## config.mk

```make
export PLATFORM = sky130hd
export DESIGN_NAME = uart_rx_ctrl
export DESIGN_NICKNAME = d
export VERILOG_FILES = /design/src/rtl/uart_pkg.sv /design/src/rtl/uart_rx_ctrl_sync2.sv /design/src/rtl/uart_rx_ctrl.sv
export SDC_FILE = /design/constraint.sdc
export NUM_CORES = 1
export LEC_CHECK = 0
export ABC_CLOCK_PERIOD_IN_PS = 2000
export BUFFER_PORTS_ARGS = -buffer_cell sky130_fd_sc_hd__buf_2
export CAP_MARGIN = 10
export CORE_MARGIN = 5
export CORE_UTILIZATION = 52
export CTS_CLUSTER_SIZE = 20
export DETAILED_ROUTE_END_ITERATION = 12
export GPL_TIMING_DRIVEN = 0
export PLACE_DENSITY = 0.74
export SYNTH_ARGS = -nofsm -noshare
export SYNTH_HDL_FRONTEND = slang
export SYNTH_SLANG_ARGS = --single-unit
```

## constraint.sdc

```tcl
create_clock -name clk -period 2 [get_ports clk]
set_clock_uncertainty 0.05 [all_clocks]
set_input_delay 0.2 -clock clk [delete_from_list [all_inputs] [get_ports clk]]
set_output_delay 0.2 -clock clk [all_outputs]
set_load 0.05 [all_outputs]
```

## src/rtl/uart_pkg.sv

```systemverilog
// uart_pkg: shared state encoding, frame constants and datapath status word layout
package uart_pkg;

    typedef enum logic [1:0] {
        IDLE  = 2'd0,
        START = 2'd1,
        DATA  = 2'd2,
        STOP  = 2'd3
    } state_t;

    localparam int   DATA_BITS = 8;
    localparam logic UART_IDLE = 1'b1;

    localparam int ST_DATA_LSB  = 0;
    localparam int ST_VALID     = 8;
    localparam int ST_OVERRUN   = 9;
    localparam int ST_FRAME_ERR = 10;
    localparam int ST_BUSY      = 11;
    localparam int ST_W         = 12;

    function automatic logic [ST_W-1:0] pack_status(
        input logic [DATA_BITS-1:0] data,
        input logic                 valid,
        input logic                 overrun,
        input logic                 frame_err,
        input logic                 busy
    );
        return {busy, frame_err, overrun, valid, data};
    endfunction

endpackage

```

## src/rtl/uart_rx_ctrl_sync2.sv

```systemverilog
// sync2: two-flop synchroniser with a selectable reset level
module sync2 #(
    parameter logic RST_VAL = 1'b1
) (
    input  logic clk,
    input  logic rst_n,
    input  logic d,
    output logic q
);

    logic meta;

    // shift the asynchronous input through two flops to settle metastability
    always_ff @(posedge clk) begin
        if (!rst_n) begin
            meta <= RST_VAL;
            q    <= RST_VAL;
        end else begin
            meta <= d;
            q    <= meta;
        end
    end

endmodule

```

## src/rtl/uart_rx_ctrl.sv

```systemverilog
// uart_rx_ctrl: 8N1 UART receiver with a one-deep byte buffer and sticky error flags
module uart_rx_ctrl
    import uart_pkg::*;
#(
    parameter int CLKS_PER_BIT = 16,
    parameter int CNT_W        = 16
) (
    input  logic       clk,
    input  logic       rst_n,
    input  logic       rx,
    input  logic       rd,
    input  logic       clr_err,
    output logic [7:0] rx_data,
    output logic       rx_valid,
    output logic       overrun,
    output logic       frame_err,
    output logic       busy
);

    localparam logic [CNT_W-1:0] HALF_END = CNT_W'(CLKS_PER_BIT / 2 - 1);
    localparam logic [CNT_W-1:0] BIT_END  = CNT_W'(CLKS_PER_BIT - 1);
    localparam logic [2:0]       LAST_BIT = 3'(DATA_BITS - 1);

    state_t                 state;
    logic [CNT_W-1:0]       cnt;
    logic [2:0]             bit_idx;
    logic [DATA_BITS-1:0]   shift;
    logic                   rx_s;

    sync2 #(.RST_VAL(UART_IDLE)) u_sync (
        .clk   (clk),
        .rst_n (rst_n),
        .d     (rx),
        .q     (rx_s)
    );

    // frame FSM; later assignments in a cycle override the rd/clr_err defaults so a commit wins
    always_ff @(posedge clk) begin
        if (!rst_n) begin
            state     <= IDLE;
            cnt       <= '0;
            bit_idx   <= '0;
            shift     <= '0;
            rx_data   <= '0;
            rx_valid  <= 1'b0;
            overrun   <= 1'b0;
            frame_err <= 1'b0;
            busy      <= 1'b0;
        end else begin
            if (rd)
                rx_valid <= 1'b0;
            if (clr_err) begin
                overrun   <= 1'b0;
                frame_err <= 1'b0;
            end
            case (state)
                IDLE: begin
                    if (!rx_s) begin
                        state <= START;
                        cnt   <= '0;
                        busy  <= 1'b1;
                    end
                end
                START: begin
                    if (cnt == HALF_END) begin
                        cnt <= '0;
                        if (!rx_s) begin
                            state   <= DATA;
                            bit_idx <= '0;
                        end else begin
                            state <= IDLE;
                            busy  <= 1'b0;
                        end
                    end else begin
                        cnt <= cnt + 1'b1;
                    end
                end
                DATA: begin
                    if (cnt == BIT_END) begin
                        cnt            <= '0;
                        shift[bit_idx] <= rx_s;
                        if (bit_idx == LAST_BIT)
                            state <= STOP;
                        else
                            bit_idx <= bit_idx + 1'b1;
                    end else begin
                        cnt <= cnt + 1'b1;
                    end
                end
                STOP: begin
                    if (cnt == BIT_END) begin
                        cnt      <= '0;
                        rx_data  <= shift;
                        rx_valid <= 1'b1;
                        if (rx_valid && !rd)
                            overrun <= 1'b1;
                        if (!rx_s)
                            frame_err <= 1'b1;
                        state <= IDLE;
                        busy  <= 1'b0;
                    end else begin
                        cnt <= cnt + 1'b1;
                    end
                end
                default: state <= IDLE;
            endcase
        end
    end

endmodule
```

==> results.rst <==
.. list-table::
   :header-rows: 1

   * - Metric
     - Value
   * - Outcome
     - complete, but fails checks
   * - Failing checks
     - negative setup slack
   * - Number of ports placed on the die boundary
     - 17
   * - Achievable Freq
     - 452 MHz
   * - Predominant post-synthesis flop cell
     - sky130_fd_sc_hd__dfxtp_1
   * - Endpoint class of the critical path
     - register
   * - IR Drop Worst-Case VDD
     - 0.309 mV
   * - Proportion of power drawn by combinational gates
     - 4.6%
   * - Capture point of the worst path
     - state[0]
   * - Number of detailed-routing iterations run before antenna repair
     - 5
   * - Maximum number of pins on one net before global-route repair
     - 14
   * - Sequential cell area fraction in the yosys report
     - 43.0%
   * - Max transition margin
     - 56.6%
   * - Arrival time worst endpoint
     - 2390 ps
   * - Worst Slack Setup Final
     - -212 ps
   * - Startpoint type of the worst setup path
     - register
   * - Via density per instance
     - 5.71
   * - Aggregate routed wire length
     - 4830 um
   * - Floorplan die area
     - 0.00519 mm^2
   * - Kind of path behind the tightest hold check
     - input port to register
   * - Area of the core
     - 0.00369 mm^2
   * - Clock share of power
     - 42.6%
   * - Crit share post-route
     - 111%
   * - CTS tree
     - done
   * - Switching power
     - 345 uW
   * - Number of maximum-capacitance constraint violations
     - 0
   * - Most frequent standard cell in the layout excluding fill and tap cells
     - sky130_fd_sc_hd__nand2_1
   * - N_diodes
     - 0
   * - Total congestion overflow
     - 0
   * - CTS sink cnt
     - 43
   * - HPWL reported at the end of detailed placement
     - 2890 um
   * - Final core area utilization
     - 69.3%
   * - Port buffer count
     - 15
   * - Max H-tree Level
     - 2
   * - Global-route total usage across every layer
     - 19.1%
   * - Number of global-route vias before repair
     - 1,658
   * - Kind of critical path
     - register to register
   * - Drc violations
     - 0
   * - Via Count
     - 1,821
   * - Proportion of layout cells with a drive suffix above 1
     - 27.7%
   * - Number of DRC markers after the initial detailed-route iteration
     - 150
   * - Leading cell types in the layout, fill and taps excluded
     - sky130_fd_sc_hd__nand2_1, sky130_fd_sc_hd__dfxtp_1, sky130_fd_sc_hd__nor2_1, sky130_fd_sc_hd__buf_2, sky130_fd_sc_hd__mux2i_1
   * - Mean instance size in the synthesized netlist
     - 8.48 um^2
   * - Worst-Skew Late Latency
     - 290 ps
   * - Setup repair after global routing missed its margin
     - true
   * - Hold WS
     - 31.5 ps
   * - Fin. Hold Viols
     - 0
   * - Pre-CTS WS
     - -340 ps
   * - Post-synthesis async set-or-reset flop share
     - 0%
   * - Final weighted congestion in routability-driven placement
     - 0.807
   * - Number of synthesized flops with an enable pin
     - 0
   * - Post-synthesis instance area
     - 0.00200 mm^2
   * - Transition time of the tightest slew-check pin
     - 651 ps
   * - Wire length of the first global-routing pass
     - 7820 um
   * - Root cell of the clock tree
     - sky130_fd_sc_hd__clkbuf_8
   * - Wirelength per Cell
     - 15.2 um
   * - Register share of total power
     - 52.7%
   * - Number of placement rows
     - 22
   * - Warning count from the yosys run
     - 0
   * - Final count of pins violating max slew
     - 0
   * - Number of setup violations in the final report
     - 38
   * - FF-to-FF setup slack
     - -210 ps
   * - #FFs+latches synth
     - 43
   * - Data required, critical path
     - 2180 ps
   * - Post-synthesis cell type count
     - 43
   * - Starting Density
     - 54.3%
   * - Endpoint of the worst register-to-register path
     - state[0]
   * - Cts bufs inserted
     - 5
   * - Net Count, Synth
     - 244
   * - Deepest clock path buffer count
     - 2
   * - Post-route antenna net violation count
     - 0
   * - Initial antenna violation count
     - 0
   * - Chip height
     - 72.0 um
   * - Setup Total Neg Slack
     - -4690 ps
   * - Startpoint of the most critical setup path
     - cnt[15]
   * - Floorplan die width
     - 72.0 um
   * - Proportion of total power due to net switching
     - 21.1%
   * - Top fanout value on the critical path
     - 4
   * - Worst reg2reg startpoint
     - cnt[15]
   * - Clock-pin slew of the registers on the worst-case setup and hold paths
     - 80 ps
   * - PD cells
     - 640 mW/mm^2
   * - Number of cells traversed by the worst register-to-register path
     - 5
   * - Final Critical Period
     - 2210 ps
   * - Internal power
     - 1290 uW
   * - Final-stage net count
     - 278
   * - Leakage Power
     - 0.000946 uW
   * - Post-Syn Instances
     - 236
   * - Layout-stage area growth over the synthesis result
     - 27.6%
==> worst max-delay path: stages, from the launching register on <==
cell and delay [ps]:
sky130_fd_sc_hd__dfxtp_1 340, sky130_fd_sc_hd__or4_4 580, sky130_fd_sc_hd__or4_4 590, sky130_fd_sc_hd__o2bb2ai_4 160, sky130_fd_sc_hd__or3_1 310, sky130_fd_sc_hd__a21boi_1 130
==> cells in the mapped netlist (all sizes together) (4+ instances only) <==
| cell type | count | area (um^2) |
|---|---|---|
| a21oi | 10 | 50.1 |
| nand3 | 12 | 60.1 |
| nand3b | 6 | 45.0 |
| nor2 | 16 | 60.1 |
| dfxtp | 43 | 861 |
| a31oi | 4 | 25.0 |
| inv | 8 | 30.0 |
| nand2 | 43 | 161 |
| a21boi | 9 | 67.6 |
| o21ai | 6 | 30.0 |
| clkbuf | 11 | 41.3 |
| nand4 | 4 | 25.0 |
| and3 | 6 | 37.5 |
| or4 | 4 | 41.3 |
| mux2i | 11 | 110 |
==> worst min path at each step <==
stage / start / to / slack [ps] / depth (start not counted)
floorplan: rx / u_sync.meta / 250 / 1
global placement: rx / u_sync.meta / 330 / 2
detailed placement: rx / u_sync.meta / 330 / 2
CTS: rx / u_sync.meta / 30 / 2
global route: rx / u_sync.meta / 30 / 2
finish: rx / u_sync.meta / 30 / 2
==> layout make-up <==
type                    count  area [um^2]
plain buffers              11         48.8
clock buffers               6         82.6
clock inverters             2         35.0
fillers                   272         1130
inverters                   8         30.0
multi-input cells         173         1240
flip-flops and latches     43          872
well taps                  48         60.1
repair buffers             28          188
==> sequential cells by signal (all words and copies together) (netlist names), 3 cells and up, named ones only <==
signal and cells:
bit_idx 3, shift 8, cnt 16, rx_data 8
==> cell families (layout without fill, tap and decap cells) <==
| family | count (synthesis) | count (layout) | synth area share [%] |
|---|---|---|---|
| AND/OR/NAND/NOR | 108 | 108 | 27.6 |
| AO/OA/AOI/OAI | 45 | 45 | 15.6 |
| flip-flops | 43 | 43 | 43.0 |
| buffers and inverters | 20 | 55 | 3.81 |
| multiplexers | 11 | 11 | 5.50 |
| XOR/XNOR | 6 | 6 | 2.63 |
| adder cells (fa/ha/maj) | 3 | 3 | 1.88 |
==> per-stage QoR <==
| stage | area (um^2) | total power [uW] | cells |
|---|---|---|---|
| 2_1_floorplan | 2030 | 930 | 236 |
| 3_3_place_gp | 2160 | 949 | 299 |
| 3_5_place_dp | 2160 | 950 | 299 |
| 4_1_cts | 2450 | 1640 | 315 |
| 5_1_grt | 2550 | 1690 | 319 |
| 6_report | 2550 | 1630 | 319 |
==> power groups by stage <==
stage / clock network (uW) / registers [uW] / logic [uW]
after floorplan: 0 / 887 / 43.5
after global routing: 746 / 863 / 83.5
final: 697 / 862 / 76.0
after global placement: 0 / 884 / 64.9
after detailed placement: 0 / 884 / 65.7
after CTS: 706 / 863 / 73.0
==> per-layer routing <==
| metal | global-route usage [%] | vias to the layer above | routed length [um] |
|---|---|---|---|
| met3 | 4.29 | 14 | 249 |
| met2 | 31.3 | 41 | 2220 |
| li1 | - | 897 | - |
| met4 | 5.01 | 0 | 112 |
| met1 | 25.4 | 869 | 2250 |
| met5 | 0 | - | 0 |
==> what timing repair did <==
action / CTS / global route
hold buffers: 0 / 0
setup buffers: 8 / 4
resized for setup: 31 / 15
gates cloned: 1 / 0
pin swaps: 11 / 9
setup endpoints to repair: 39 / 39
endpoints found under the hold margin: 0 / 0
Power figures use the tool's default switching activity.
